File: config.mk
export PLATFORM = sky130hd
export DESIGN_NAME = conv_weight_loader
export DESIGN_NICKNAME = d
export VERILOG_FILES = /design/src/rtl/conv_cfg_pkg.sv /design/src/rtl/conv_frame_gate.sv /design/src/rtl/conv_weight_loader.sv
export SDC_FILE = /design/constraint.sdc
export NUM_CORES = 1
export LEC_CHECK = 0
export CAP_MARGIN = 40
export CORE_ASPECT_RATIO = 0.8
export CORE_MARGIN = 10
export CORE_UTILIZATION = 35
export CTS_CLUSTER_DIAMETER = 150
export CTS_CLUSTER_SIZE = 30
export DETAILED_ROUTE_END_ITERATION = 8
export PLACE_DENSITY = 0.77
export SLEW_MARGIN = 20
export SYNTH_ARGS = -nofsm -noshare
export SYNTH_HDL_FRONTEND = slang
export SYNTH_SLANG_ARGS = --single-unit
File: constraint.sdc
create_clock -name clk -period 1.7 [get_ports clk]
set_clock_uncertainty 0.15 [all_clocks]
set_input_delay 0.17 -clock clk [delete_from_list [all_inputs] [get_ports clk]]
set_output_delay 0.17 -clock clk [all_outputs]
set_load 0.005 [all_outputs]
File: src/rtl/conv_cfg_pkg.sv
// Shared types for the conv_block weight loader.
// Loader states and the weight-store word count helper.
package conv_cfg_pkg;

   typedef enum logic [1:0] {
      EMPTY,
      LOAD,
      RUN,
      DRAIN
   } ldr_state_t;

   function automatic int conv_words(
      input int out_dim,
      input int in_dim,
      input int k
   );
      return out_dim * (1 + in_dim * k * k);
   endfunction

endpackage

File: src/rtl/conv_frame_gate.sv
// Frame-granular pixel gate in front of conv_block.
// Passes whole frames only while enabled; reports frame boundaries upstream.
module conv_frame_gate
   import conv_cfg_pkg::*;
#(
   parameter int DW = 8
) (
   input  logic          clk,
   input  logic          rst,
   input  logic          clk_en,
   input  logic          en,
   input  logic [DW-1:0] i_data,
   input  logic          i_valid,
   input  logic          i_sop,
   input  logic          i_eop,
   output logic [DW-1:0] o_data,
   output logic          o_valid,
   output logic          o_sop,
   output logic          o_eop,
   output logic          frame_dropped,
   output logic          eop_passed,
   output logic          boundary
);

   logic          in_frame_q, in_frame_d;
   logic [DW-1:0] o_data_q, o_data_d;
   logic          o_valid_q, o_valid_d;
   logic          o_sop_q, o_sop_d;
   logic          o_eop_q, o_eop_d;
   logic          drop_q, drop_d;
   logic          pass;

   always_comb begin
      pass       = i_valid & en & (in_frame_q | i_sop);
      in_frame_d = in_frame_q;
      o_data_d   = o_data_q;
      o_valid_d  = o_valid_q;
      o_sop_d    = o_sop_q;
      o_eop_d    = o_eop_q;
      drop_d     = 1'b0;
      if (clk_en) begin
         o_valid_d = pass;
         o_sop_d   = pass & i_sop;
         o_eop_d   = pass & i_eop;
         drop_d    = i_valid & i_sop & ~pass;
         if (pass) begin
            o_data_d = i_data;
            // eop wins so a one-pixel frame leaves in_frame clear
            if (i_eop)
               in_frame_d = 1'b0;
            else if (i_sop)
               in_frame_d = 1'b1;
         end
      end
   end

   always_ff @(posedge clk) begin
      if (rst) begin
         in_frame_q <= 1'b0;
         o_data_q   <= '0;
         o_valid_q  <= 1'b0;
         o_sop_q    <= 1'b0;
         o_eop_q    <= 1'b0;
         drop_q     <= 1'b0;
      end else begin
         in_frame_q <= in_frame_d;
         o_data_q   <= o_data_d;
         o_valid_q  <= o_valid_d;
         o_sop_q    <= o_sop_d;
         o_eop_q    <= o_eop_d;
         drop_q     <= drop_d;
      end
   end

   assign eop_passed    = clk_en & pass & i_eop;
   assign boundary      = ~(i_valid & i_sop) & (~in_frame_q | eop_passed);
   assign o_data        = o_data_q;
   assign o_valid       = o_valid_q;
   assign o_sop         = o_sop_q;
   assign o_eop         = o_eop_q;
   assign frame_dropped = drop_q;

endmodule

File: src/rtl/conv_weight_loader.sv
// Weight-store sequencer for one conv_block: streams kernel+bias words
// into the store and holds pixel frames off until the set is complete.
module conv_weight_loader
   import conv_cfg_pkg::*;
#(
   parameter int PIX_WIDTH        = 8,
   parameter int WEIGHT_WIDTH     = 10,
   parameter int KERNEL_DIMENSION = 3,
   parameter int IN_DIMENSION     = 1,
   parameter int OUT_DIMENSION    = 4
) (
   input  logic                              clk,
   input  logic                              rst,
   input  logic                              clk_en,
   input  logic                              cfg_start,
   input  logic [WEIGHT_WIDTH-1:0]           w_data,
   input  logic                              w_valid,
   output logic                              w_ready,
   output logic [31:0]                       mem_data,
   output logic [31:0]                       mem_addr,
   output logic                              mem_wr,
   input  logic [IN_DIMENSION*PIX_WIDTH-1:0] i_data,
   input  logic                              i_valid,
   input  logic                              i_sop,
   input  logic                              i_eop,
   output logic [IN_DIMENSION*PIX_WIDTH-1:0] o_data,
   output logic                              o_valid,
   output logic                              o_sop,
   output logic                              o_eop,
   output logic                              loaded,
   output logic                              frame_dropped
);

   localparam int WORDS =
      conv_words(OUT_DIMENSION, IN_DIMENSION, KERNEL_DIMENSION);
   localparam int CW = $clog2(WORDS);
   localparam int DW = IN_DIMENSION * PIX_WIDTH;

   ldr_state_t    state_q, state_d;
   logic [CW-1:0] cnt_q, cnt_d;
   logic          mem_wr_q, mem_wr_d;
   logic [31:0]   mem_addr_q, mem_addr_d;
   logic [31:0]   mem_data_q, mem_data_d;
   logic          eop_passed;
   logic          boundary;

   always_comb begin
      state_d    = state_q;
      cnt_d      = cnt_q;
      mem_wr_d   = 1'b0;
      mem_addr_d = mem_addr_q;
      mem_data_d = mem_data_q;
      unique case (state_q)
         EMPTY: begin
            if (cfg_start)
               state_d = LOAD;
         end
         LOAD: begin
            if (w_valid) begin
               mem_wr_d   = 1'b1;
               mem_addr_d = {{(32-CW){1'b0}}, cnt_q};
               mem_data_d = {{(32-WEIGHT_WIDTH){w_data[WEIGHT_WIDTH-1]}},
                             w_data};
               if (cnt_q == CW'(WORDS-1)) begin
                  cnt_d   = '0;
                  state_d = RUN;
               end else begin
                  cnt_d = cnt_q + 1'b1;
               end
            end
         end
         RUN: begin
            // reload immediately only between frames, else finish the frame
            if (cfg_start)
               state_d = boundary ? LOAD : DRAIN;
         end
         DRAIN: begin
            if (eop_passed)
               state_d = LOAD;
         end
         default: state_d = EMPTY;
      endcase
   end

   always_ff @(posedge clk) begin
      if (rst) begin
         state_q    <= EMPTY;
         cnt_q      <= '0;
         mem_wr_q   <= 1'b0;
         mem_addr_q <= '0;
         mem_data_q <= '0;
      end else begin
         state_q    <= state_d;
         cnt_q      <= cnt_d;
         mem_wr_q   <= mem_wr_d;
         mem_addr_q <= mem_addr_d;
         mem_data_q <= mem_data_d;
      end
   end

   assign w_ready  = (state_q == LOAD);
   assign loaded   = (state_q == RUN) | (state_q == DRAIN);
   assign mem_wr   = mem_wr_q;
   assign mem_addr = mem_addr_q;
   assign mem_data = mem_data_q;

   conv_frame_gate #(
      .DW(DW)
   ) u_gate (
      .clk          (clk),
      .rst          (rst),
      .clk_en       (clk_en),
      .en           (loaded),
      .i_data       (i_data),
      .i_valid      (i_valid),
      .i_sop        (i_sop),
      .i_eop        (i_eop),
      .o_data       (o_data),
      .o_valid      (o_valid),
      .o_sop        (o_sop),
      .o_eop        (o_eop),
      .frame_dropped(frame_dropped),
      .eop_passed   (eop_passed),
      .boundary     (boundary)
   );

endmodule

**Yosys cells after proc, flatten, opt, wreduce, memory -nomap -nowiden**

Index checks and enable logic that the tools add are counted.

- Output and inout port bits: 79
- Logic and storage cells: 57
- Register bits after elaboration: 38

- Equality and inequality tests: 9
- Multiplexer cells: 11
- Bitwise operators: 17
- Add/sub/neg operators: 1
- Reduce and logical (&&, ||, !) cells: 8

Operator list:

| operator | number |
|---|---|
| two-way mux 2 bit | 6 |
| bitwise AND 1 bit | 9 |
| case mux 2 bit (4 select lines) | 1 |
| adder 6 x 1 -> 6 bit, second input constant | 1 |
| equality test 6 bit, second input constant | 1 |
| two-way mux 6 bit | 1 |
| != test 2 bit, second input constant | 3 |
| inverter 1 bit | 5 |
| AND reduction 5 bit | 1 |
| equality test 2 bit, second input constant | 2 |
| != test 2 x 1 -> 1 bit, second input constant | 2 |
| AND reduction 2 bit | 2 |
| OR reduction 2 bit | 2 |
| two-way mux 1 bit | 3 |
| bitwise OR 1 bit | 3 |
| AND reduction 3 bit | 1 |
| equality test 2 x 1 -> 1 bit, second input constant | 1 |
| zero test 2 bit | 1 |
| nonzero test 2 bit | 1 |

**Longest topological paths before layout**

- Word-level depth: 11
- Mapped depth: 7

**By module**

Synthesis repeated with hierarchy kept, for this count alone.

- Cell total of the unflattened synthesis: 234
- Area, all modules: 2,010.7 um^2

Modules (own cells, without submodules):

| module | cells an instance | seq. area each (um^2) | area an instance (um^2) | instances |
|---|---|---|---|---|
| conv_weight_loader | 175 | 500.5 | 1,425.1 | 1 |
| conv_frame_gate | 59 | 260.2 | 585.6 | 1 |

**Least setup slack after synthesis**

OpenSTA, ideal clock, no wires.

- Path kind: flip-flop to flip-flop
- Start: register state_q[0]
- End: register u_gate.o_data_q[1], in the netlist u_gate.o_data[1]
- Cell stages (with the launch flop): 8
- Clock period less this slack: 1.724 ns
- Slack: -0.024 ns
- Data arrival time: 1.447 ns
- Cells stage by stage: dfxtp_1 inv_1 ha_1 or2_2 nor2b_4 buf_6 mux2i_1 nor2_1

- Cells in the longest elaborated chain, start to end: 5
- Elaborated cells between the ends (all ways): 6
- Those cells by class: 2 x eq/ne; 3 x bitwise; 1 x reduce/logical

RTL lines:

| item | RTL line | text |
|---|---|---|
| from (decl) | conv_weight_loader.sv:39 | `ldr_state_t state_q, state_d;` |
| from (signal assigned) | conv_weight_loader.sv:93 | `state_q <= state_d;` |
| equality test 2 bit | conv_weight_loader.sv:102 | `assign loaded = (state_q == RUN) \| (state_q == DRAIN);` |
| bitwise OR 1 bit (*) | conv_weight_loader.sv:102 |  |
| named net loaded | conv_weight_loader.sv:30 | `output logic loaded,` |
| bitwise AND 1 bit (*) (2 in series) | conv_frame_gate.sv:34 | `pass = i_valid & en & (in_frame_q \| i_sop);` |
| AND reduction 2 bit (no source line) (*) | n/a |  |
| to (signal assigned) | conv_frame_gate.sv:67 | `o_data_q <= o_data_d;` |
| to (decl) | conv_frame_gate.sv:26 | `logic [DW-1:0] o_data_q, o_data_d;` |

Mark *: on every way through the listed nets, which the timed path passes. The rest lies on a longest branch.
A chain may end at the register's enable or synchronous reset.

**Worst setup path in the final report**

- Start: register state_q[0]
- End: register state_q[1]

- Cells in the longest elaborated chain, start to end: 11
- Elaborated cells between the ends (all ways): 20
- Those cells by class: 8 x eq/ne; 3 x mux; 7 x bitwise; 2 x reduce/logical

RTL lines:

| item | RTL line | text |
|---|---|---|
| equality test 2 bit | conv_weight_loader.sv:53, conv_weight_loader.sv:102 |  |
| bitwise OR 1 bit | conv_weight_loader.sv:102 |  |
| bitwise AND 1 bit (2 in series) | conv_frame_gate.sv:34 |  |
| bitwise AND 1 bit (2 in series) | conv_frame_gate.sv:75 | `assign eop_passed = clk_en & pass & i_eop;` |
| bitwise OR 1 bit | conv_frame_gate.sv:76 | `assign boundary = ~(i_valid & i_sop) & (~in_frame_q \| eop_passed);` |
| bitwise AND 1 bit | conv_frame_gate.sv:76 |  |
| two-way mux 2 bit | conv_weight_loader.sv:75 | `state_d = boundary ? LOAD : DRAIN;` |
| two-way mux 2 bit | conv_weight_loader.sv:74 | `if (cfg_start)` |
| case mux 2 bit (4 select lines) | conv_weight_loader.sv:53 | `unique case (state_q)` |

Several ways; a longest one is shown, not always the timed one. The select of a mux whose other input is x is not followed.

==> summary.md <==
| Metric | Value |
|---|---|
| RSZ-0062 raised after global routing | `yes` |
| Pwr Density | `712.5 nW/µm²` |
| # hold bufs at CTS | `0` |
| Vias in the first global route | `1563` |
| Chip width | `102.0 µm` |
| First-pass GRT wire length | `7645 µm` |
| Yosys reg bits | `38` |
| EDFF count, synth | `0` |
| Total gr overflow | `0` |
| GP Congestion | `0.7691` |
| Main synth FF type | `dfxtp_1` |
| TritonCTS clock tree | `done` |
| Yosys Warn Count | `0` |
| Count of final setup violators | `0` |
| Worst setup margin | `33.82 ps` |
| Die height | `85.63 µm` |
| Root buffer cell | `clkbuf_8` |
| Max FO, Critical Path | `3` |
| Status | `completed` |
| VDD IR max | `0.4902 mV` |
| Final hold violations | `0` |
| N_diodes | `0` |
| Clk slew on worst S/H paths | `70 ps` |
| Starting density of the core | `0.3679` |
| Syn Area/Cell | `8.488 µm²` |
| Die footprint | `8737 µm²` |
| ANT nets after route | `0` |
| Worst path arrival time | `1680 ps` |
| Share of post-route cells with drive strength above 1 | `0.1525` |
| All-layer global routing usage | `0.1077` |
| Clock Tree Buf Depth | `2` |
| WL/cell | `13.80 µm` |
| # fillers | `492` |
| Hold WC Path Type | `in -> reg` |
| CTS H-Tree Depth | `2` |
| Port bufs | `78` |
| Clock Latency Late Sink | `290 ps` |
| # Post-CTS Setup Buffers | `0` |
| Final #Nets | `327` |
| Detailed placer's ending HPWL | `3931 µm` |
| Site Rows | `23` |
| Register area share after synthesis | `0.4037` |
| Initial DRC count | `24` |
| Critical Path RT | `1720 ps` |
| Remaining DRCs | `0` |
| Clk sinks | `38` |
| First-pass DRT Iterations | `4` |
| Top Ports | `105` |
| Synthesized area | `1884 µm²` |
| Final period util | `0.9801` |
| CP Launch Type | `register` |
| Crit. End Element | `register` |
| Core area | `5122 µm²` |
| WS Path Type | `reg -> reg` |
| Tot Pwr | `1.958 mW` |
| P&R area growth vs syn | `45.88%` |
| Synth Instances | `222` |
| Initial antenna violation count | `0` |
| Asr flop ratio synth | `0` |
| Via Count | `1574` |
| Max Clk Rate | `600.2 MHz` |
| Fin. max-slew vios | `0` |
| Largest net degree at the start of global routing | `24` |
| Via/cell ratio | `4.409` |
| Leakage | `1.047 nW` |
| Post-route minimum period | `1666 ps` |
| Pre-CTS setup slack | `-47.33 ps` |
| Maxcap violations | `0` |
| WL final | `4928 µm` |
| Total CTS buffers | `5` |
| Synth cell types | `30` |
-- cells in the mapped netlist (2+ instances only) --
cell      number  area [µm²]
a21oi_1       24       120.1
buf_4         49       367.9
clkbuf_1       5       18.77
dfxtp_1       38       760.7
ha_1           6       75.07
inv_1          4       15.01
mux2i_1        8       80.08
nand2_1       44       165.2
nand4_1        2       12.51
nor2_1        17       63.81
o211ai_1       2       15.01
o21ai_0        2       10.01
xor2_1         4       35.03
-- registers in the layout (all words and copies together), names as in the netlist --
signal	count
mem_data	10
u_gate.o_data	8
cnt_q	6
mem_addr	6
state_q	2
mem_wr	1
u_gate.frame_dropped	1
u_gate.in_frame_q	1
u_gate.o_eop	1
u_gate.o_sop	1
u_gate.o_valid	1
-- through the flow --
step / TNS (ps) / hold slack (ps) / cell area, µm² / std cells / utilization
finish: 0 / 274.1 / 2749 / 357 / 0.5366
floorplan: 0 / 116.6 / 1979 / 247 / -
detailed placement: -309.6 / 297.5 / 2595 / 349 / 0.5066
global placement: -90.58 / 290.9 / 2595 / 349 / 0.5066
global route: -40.42 / 279.4 / 2749 / 357 / 0.5366
CTS: 0 / 270.8 / 2700 / 356 / 0.5271
-- what timing repair did --
item                                    4_1_cts  5_1_grt
resized for setup                            10       10
pin swaps                                     0        1
endpoints found under the setup margin       39       31
cloned                                        0        1
-- kinds of logic after synthesis --
kind of cell,synth area share
xor+xnor,0.02324
fa+ha+maj,0.03984
simple gates,0.1527
flops,0.4037
mux,0.04847
buf+inv,0.2218
compound gates,0.1082
other cells,0.001990
-- layout by cell type (no fill, tap or decap), types with 2 or more instances in the layout --
master           netlist  final
buf_12                 0      2
a21oi_1               24     24
dfxtp_1               38     35
inv_2                  0      2
ha_4                   0      2
buf_4                 49     15
clkinv_2               0      2
dfxtp_2                0      3
clkbuf_8               0      5
mux2i_1                8      7
nand4_1                2      2
o21ai_0                2      2
nor2_1                17     16
nand2_1               44     44
ha_1                   6      3
conb_1                 1     26
o211ai_1               2      2
inv_1                  4      2
clkdlybuf4s50_1        0     76
xor2_1                 4      4
-- final cells by class --
class | instances | area (µm²) | area share
sequential | 38 | 764.5 | 0.2781
inverter | 4 | 15.01 | 0.005462
multi-input combinational | 149 | 845.8 | 0.3077
clock inverter | 2 | 10.01 | 0.003641
tap | 62 | 77.57 | 0.02822
clock buffer | 5 | 68.82 | 0.02503
timing repair buffer | 97 | 967.2 | 0.3518
-- layer usage --
metal,part of all wire,vias to the layer above,track usage
met3,0.16,2,0.07618
met5,0,-,0
met1,0.40,708,0.1168
li1,-,794,-
met4,0.0032,0,0.02685
met2,0.44,70,0.1666
-- path summary, 6_finish.rpt --
check	from	endpoint	slack, ps	cells after the start
setup / recovery	state_q[0]	state_q[1]	30	7
hold / removal	w_data[2]	mem_data[2]	270	3
setup reg to reg	state_q[0]	state_q[1]	30	7
hold reg to reg	mem_addr[5]	mem_addr[5]	310	2
-- critical path, cell delays in order, from the launching register on --
cell and delay, ps:
dfxtp_2 350, inv_2 50, buf_4 130, ha_1 200, nor2_2 110, a2bb2oi_2 150
nand2_1 90, mux2_4 320
-- power by group --
| part | total (mW) | internal [mW] | switching [mW] | leakage [nW] |
|---|---|---|---|---|
| clock | 0.566 | 0.275 | 0.291 | 0.0438 |
| sequential | 0.941 | 0.922 | 0.0196 | 0.309 |
| combinational | 0.451 | 0.262 | 0.189 | 0.695 |
No activity file was read; power rests on OpenSTA's default activity.
